<file path="config.mk">
export PLATFORM = sky130hd
export DESIGN_NAME = mem_stage_access
export DESIGN_NICKNAME = d
export VERILOG_FILES = /design/src/rtl/mem_stage_access_pkg.sv /design/src/rtl/mem_lane_align.sv /design/src/rtl/mem_stage_access.sv
export SDC_FILE = /design/constraint.sdc
export NUM_CORES = 1
export LEC_CHECK = 0
export ABC_AREA = 1
export BUFFER_PORTS_ARGS = -buffer_cell sky130_fd_sc_hd__buf_2
export CELL_PAD_IN_SITES_DETAIL_PLACEMENT = 0
export CELL_PAD_IN_SITES_GLOBAL_PLACEMENT = 1
export CORE_ASPECT_RATIO = 0.5
export CORE_UTILIZATION = 38
export CTS_BUF_LIST = sky130_fd_sc_hd__clkbuf_8
export CTS_CLUSTER_DIAMETER = 40
export DETAILED_ROUTE_END_ITERATION = 7
export PLACE_DENSITY = 0.9
export SETUP_SLACK_MARGIN = 0.05
export SLEW_MARGIN = 20
export SYNTH_ARGS = -nofsm -noshare
export SYNTH_HDL_FRONTEND = slang
export SYNTH_SLANG_ARGS = --single-unit
</file>
<file path="constraint.sdc">
create_clock -name clk -period 8.1 [get_ports clk]
set_input_delay 1.215 -clock clk [delete_from_list [all_inputs] [get_ports clk]]
set_output_delay 1.215 -clock clk [all_outputs]
set_load 0.05 [all_outputs]
</file>
<file path="src/rtl/mem_stage_access_pkg.sv">
// Shared encodings for the MEM-stage data-memory access unit.
// Used by mem_stage_access and mem_lane_align.
package mem_stage_access_pkg;

    localparam logic [1:0] SZ_WORD = 2'b00;
    localparam logic [1:0] SZ_HALF = 2'b01;
    localparam logic [1:0] SZ_BYTE = 2'b10;

    typedef enum logic [1:0] {
        ST_IDLE = 2'd0,
        ST_REQ  = 2'd1,
        ST_DONE = 2'd2
    } state_t;

endpackage

</file>
<file path="src/rtl/mem_lane_align.sv">
// Combinational lane steering: store byte-enables/data replication and
// load lane extraction with optional sign extension; also flags misalignment.
module mem_lane_align
    import mem_stage_access_pkg::*;
(
    input  logic [1:0]  i_addr_lo,
    input  logic [1:0]  i_size,
    input  logic        i_sext,
    input  logic [31:0] i_b,
    input  logic [31:0] i_rdata,
    output logic [31:0] o_wdata,
    output logic [3:0]  o_be,
    output logic [31:0] o_mo,
    output logic        o_misalign
);

    logic [7:0]  w_byte;
    logic [15:0] w_half;

    assign w_byte = i_rdata[{i_addr_lo, 3'b000} +: 8];
    assign w_half = i_addr_lo[1] ? i_rdata[31:16] : i_rdata[15:0];

    // Size 2'b11 falls through to the word defaults.
    always_comb begin
        o_wdata    = i_b;
        o_be       = 4'b1111;
        o_mo       = i_rdata;
        o_misalign = (i_addr_lo != 2'b00);
        case (i_size)
            SZ_HALF: begin
                o_wdata    = {2{i_b[15:0]}};
                o_be       = i_addr_lo[1] ? 4'b1100 : 4'b0011;
                o_mo       = {{16{i_sext & w_half[15]}}, w_half};
                o_misalign = i_addr_lo[0];
            end
            SZ_BYTE: begin
                o_wdata    = {4{i_b[7:0]}};
                o_be       = 4'b0001 << i_addr_lo;
                o_mo       = {{24{i_sext & w_byte[7]}}, w_byte};
                o_misalign = 1'b0;
            end
            default: ;
        endcase
    end

endmodule

</file>
<file path="src/rtl/mem_stage_access.sv">
// MEM-stage load/store unit feeding an enable-less MEM/WB register.
// Optional ack timeout enabled by defining MEM_TIMEOUT_EN.
module mem_stage_access
    import mem_stage_access_pkg::*;
#(
    parameter int TIMEOUT_CYCLES = 16
) (
    input  logic        clk,
    input  logic        clrn,
    input  logic        ex_wreg,
    input  logic        ex_m2reg,
    input  logic        ex_wmem,
    input  logic [31:0] ex_alu,
    input  logic [31:0] ex_b,
    input  logic [4:0]  ex_rn,
    input  logic [1:0]  ex_size,
    input  logic        ex_sext,
    output logic        dm_req,
    output logic        dm_we,
    output logic [31:0] dm_addr,
    output logic [31:0] dm_wdata,
    output logic [3:0]  dm_be,
    input  logic [31:0] dm_rdata,
    input  logic        dm_ack,
    output logic        mem_wreg,
    output logic        mem_m2reg,
    output logic [31:0] mem_mo,
    output logic [31:0] mem_alu,
    output logic [4:0]  mem_rn,
    output logic        mem_stall,
    output logic        mem_misalign
);

    state_t      r_state;
    logic [31:0] r_alu;
    logic [31:0] r_mo;
    logic [4:0]  r_rn;
    logic [1:0]  r_size;
    logic        r_wreg;
    logic        r_m2reg;
    logic        r_sext;
    logic        r_err;

    logic        w_memop;
    logic        w_in_req;
    logic [31:0] w_wdata;
    logic [3:0]  w_be;
    logic [31:0] w_mo;
    logic        w_mis;
    logic        w_timeout;
    logic        w_stall;
    logic        w_misal;

    assign w_memop  = ex_m2reg | ex_wmem;
    assign w_in_req = (r_state == ST_REQ);

    // While waiting for ack the lane unit decodes the captured access, not EX/MEM.
    mem_lane_align u_lane (
        .i_addr_lo  (w_in_req ? r_alu[1:0] : ex_alu[1:0]),
        .i_size     (w_in_req ? r_size     : ex_size),
        .i_sext     (w_in_req ? r_sext     : ex_sext),
        .i_b        (ex_b),
        .i_rdata    (dm_rdata),
        .o_wdata    (w_wdata),
        .o_be       (w_be),
        .o_mo       (w_mo),
        .o_misalign (w_mis)
    );

`ifdef MEM_TIMEOUT_EN
    logic [7:0] r_wait;

    always_ff @(posedge clk or negedge clrn) begin
        if (!clrn)
            r_wait <= 8'd0;
        else if (r_state == ST_REQ)
            r_wait <= r_wait + 8'd1;
        else
            r_wait <= 8'd0;
    end

    assign w_timeout = w_in_req && !dm_ack && (r_wait == 8'(TIMEOUT_CYCLES - 1));
`else
    assign w_timeout = 1'b0;
`endif

    always_ff @(posedge clk or negedge clrn) begin
        if (!clrn) begin
            r_state  <= ST_IDLE;
            dm_req   <= 1'b0;
            dm_we    <= 1'b0;
            dm_addr  <= 32'd0;
            dm_wdata <= 32'd0;
            dm_be    <= 4'd0;
            r_alu    <= 32'd0;
            r_mo     <= 32'd0;
            r_rn     <= 5'd0;
            r_size   <= 2'd0;
            r_wreg   <= 1'b0;
            r_m2reg  <= 1'b0;
            r_sext   <= 1'b0;
            r_err    <= 1'b0;
        end else begin
            case (r_state)
                ST_IDLE: begin
                    if (w_memop && !w_mis) begin
                        r_state  <= ST_REQ;
                        dm_req   <= 1'b1;
                        dm_we    <= ex_wmem;
                        dm_addr  <= {ex_alu[31:2], 2'b00};
                        dm_wdata <= w_wdata;
                        dm_be    <= w_be;
                        r_alu    <= ex_alu;
                        r_rn     <= ex_rn;
                        r_size   <= ex_size;
                        r_wreg   <= ex_wreg;
                        r_m2reg  <= ex_m2reg;
                        r_sext   <= ex_sext;
                        r_mo     <= 32'd0;
                        r_err    <= 1'b0;
                    end
                end
                ST_REQ: begin
                    if (dm_ack) begin
                        dm_req  <= 1'b0;
                        r_mo    <= r_m2reg ? w_mo : 32'd0;
                        r_state <= ST_DONE;
                    end else if (w_timeout) begin
                        dm_req  <= 1'b0;
                        r_err   <= 1'b1;
                        r_state <= ST_DONE;
                    end
                end
                ST_DONE: r_state <= ST_IDLE;
                default: r_state <= ST_IDLE;
            endcase
        end
    end

    // Bubbles while stalled; the captured result is shown only in DONE.
    always_comb begin
        mem_wreg  = ex_wreg;
        mem_m2reg = ex_m2reg;
        mem_mo    = 32'd0;
        mem_alu   = ex_alu;
        mem_rn    = ex_rn;
        w_stall   = 1'b0;
        w_misal   = 1'b0;
        case (r_state)
            ST_IDLE: begin
                if (w_memop) begin
                    mem_wreg  = 1'b0;
                    mem_m2reg = 1'b0;
                    w_misal   = w_mis;
                    w_stall   = !w_mis;
                end
            end
            ST_REQ: begin
                mem_wreg  = 1'b0;
                mem_m2reg = 1'b0;
                mem_alu   = r_alu;
                mem_rn    = r_rn;
                w_stall   = 1'b1;
            end
            ST_DONE: begin
                mem_wreg  = r_wreg & ~r_err;
                mem_m2reg = r_m2reg & ~r_err;
                mem_mo    = r_mo;
                mem_alu   = r_alu;
                mem_rn    = r_rn;
                w_misal   = r_err;
            end
            default: ;
        endcase
    end

    assign mem_stall    = w_stall & clrn;
    assign mem_misalign = w_misal & clrn;

endmodule

</file>
==> results.yml <==
drt:
  drc_errors: 0
  detail-route-antenna-nets: 0
  avgRoutedWirePerCell_um: 14.1
  wirelength_mm: 18.9
  vias: 6428
  routed_via_density: 4.79
  drt_iter0_markers: 387
  drt-pass1-iter-count: 5
clock_network:
  cts_buffer_depth: 2
  cts-hold-fix-buffers: 0
  htreeDepth: 4
  cts_setup_buffers: 0
  cts.clk_slew.worst_paths_ns: 0.08
  cts_sinks: 114
  cts_tree: "done"
  cts_made_buffers: 17
  cts_resized: 0
  clockRootBuffer: "clkbuf_8"
  clk_latency_ns: 0.44
floorplanning:
  core_area_mm2: 0.0168
  io-pin-count: 253
  die_w_um: 189
  fp.dieArea_mm2: 0.0181
  start_util_pct: 39.8
  rows: 33
  die_h_um: 95.7
worst_setup_path:
  crit_type: "flop to output port"
  cp-startpoint: "r_state[1]"
  r2r_start: "r_state[1]"
  endpoint: "mem_stall"
  rr_worst_depth: 14
  cp_data_arrival_time_ns: 3.07
  reg2reg_slack_ns: 4.16
  crit_path_start_kind: "flop"
  critPathRequiredTime_ns: 6.88
  r2r-end: "r_mo[25]"
  endpoint_kind: "output port"
  crit_fanout: 33
sta:
  relSlewSlack_pct: 36.6
  fmax_mhz: 234
  fin_crit_ns: 4.28
  rsz0062_at_grt: "false"
  worstMarginPinSlew_ns: 0.951
  hold_violations: 0
  tns_ns: 0
  drv_slew: 0
  finalClockSkew_ns: 0.0183
  finalCritPeriodShare_pct: 52.9
  setup-violations-final: 0
logic_synthesis:
  yosys-top-cells-area: "dfrtp_1 (43%), nand2_1 (17%), o21ai_0 (7.6%)"
  syn-cell-area_mm2: 0.00667
  yosysTopAreaCell: "dfrtp_1"
  synth_edf_count: 0
  netlist_instances: 903
  seq_area_frac_synth_pct: 42.8
  postSynthAreaPerCell_um2: 7.39
  synth-main-ff-cell: "dfrtp_1"
  synth_top_area_share_pct: 42.8
  async_reset_ff_share_pct: 100
  ys_seq_elements: 114
  synth_warnings: 0
  ys_types: 33
layout:
  area_growth_pct: 21.7
  drive_gt1_share_pct: 30.4
  final_common_cell: "nand2_1"
  fin_nets: 1219
  final_cell_mix: "nand2_1 (296), buf_2 (249), dfrtp_1 (114), inv_1 (109), o21ai_0 (101)"
  fill_cells: 1727
  design_area_mm2: 0.00812
  n_antenna_cell: 0
place:
  dpl_cell_area_mm2: 0.00775
  io_buffers: 250
  routabilityCongestion: 0.858
  detailed_place_hpwl_mm: 13.5
job:
  drv_cap: 0
global_routing:
  grt_util_all_layers_pct: 21.1
  grt_pass1_vias: 5873
  grt_max_degree: 107
  grt_pass1_wl_mm: 30.0
  overflow: 0
  antenna_found_initial: 0
worst_hold_path:
  hold_path.class: "flop to flop"
status:
  outcome: "finished, final reports clean"
## Yosys cell counts (2+ instances only)
| master | count |
|---|---|
| a21oi_1 | 3 |
| a22oi_1 | 12 |
| a31oi_1 | 25 |
| a32oi_1 | 3 |
| buf_2 | 10 |
| buf_4 | 33 |
| buf_6 | 9 |
| clkbuf_1 | 25 |
| dfrtp_1 | 114 |
| ha_1 | 8 |
| inv_1 | 109 |
| inv_2 | 2 |
| nand2_1 | 296 |
| nand2_2 | 8 |
| nand2_4 | 2 |
| nand3_1 | 31 |
| nand3_2 | 10 |
| nand3b_1 | 6 |
| nor2_1 | 49 |
| o21ai_0 | 101 |
| o21ai_1 | 15 |
| or2_2 | 21 |
## registers in the layout (all words and copies together) (netlist names), 2 cells and up
register	count
r_size	2
dm_wdata	32
r_state	2
r_rn	5
r_mo	32
r_alu	32
dm_be	4
## per-layer routing
layer  global-route usage (%)  vias to the layer above  share of wire, %
met1                     28.4                     2980                47
li1                         -                     3210                 -
met4                     7.66                        0               1.6
met3                     4.38                       27               6.5
met5                        0                        -                 0
met2                     33.8                      211                45
## through the flow
| step | util [%] | setup WS (ns) | hold slack [ns] | std cells |
|---|---|---|---|---|
| floorplan | - | 3.80 | 0.441 | 904 |
| global placement | 46.2 | 4.14 | 0.457 | 1309 |
| detailed placement | 46.2 | 4.08 | 0.460 | 1309 |
| CTS | 48.4 | 3.83 | 0.481 | 1341 |
| global route | 48.4 | 3.65 | 0.505 | 1341 |
| finish | 48.4 | 3.82 | 0.481 | 1341 |
## cell type report
type	count	area (um^2)	area share [%]
inverter	112	423	5.21
multi-input combinational	600	2900	35.7
timing repair buffer	256	1300	16.0
tap	227	284	3.50
clock inverter	15	125	1.54
clock buffer	17	234	2.88
sequential	114	2850	35.1
## worst min path at each step
| stage | start | endpoint | slack, ns | cells after the start |
|---|---|---|---|---|
| detailed placement | dm_we | dm_we | 0.46 | 2 |
| floorplan | r_size[0] | r_size[0] | 0.44 | 2 |
| global route | r_mo[12] | r_mo[12] | 0.51 | 2 |
| finish | dm_we | dm_we | 0.48 | 2 |
| CTS | dm_we | dm_we | 0.48 | 2 |
| global placement | dm_wdata[3] | dm_wdata[3] | 0.46 | 2 |
## cell families after synthesis
logic type,after synthesis,share of synthesized area [%]
other,1,0.0562
buffers and inverters,190,14.0
AO/OA/AOI/OAI,161,13.4
AND/OR/NAND/NOR,429,28.4
adder cells (fa/ha/maj),8,1.50
flip-flops,114,42.8
## worst max-delay path, stage by stage (launching register included)
cell	delay, ns
dfrtp_1	0.41
inv_1	0.14
ha_1	0.40
inv_1	0.13
or2_2	0.29
o21ai_0	0.11
ha_1	0.28
buf_4	0.25
nand2_2	0.15
nand3_4	0.06
a21oi_1	0.12
buf_2	0.28
Power is left out: the tool's default activity adds up to more than one toggle a clock period on the data nets, which glitch-free logic cannot reach.
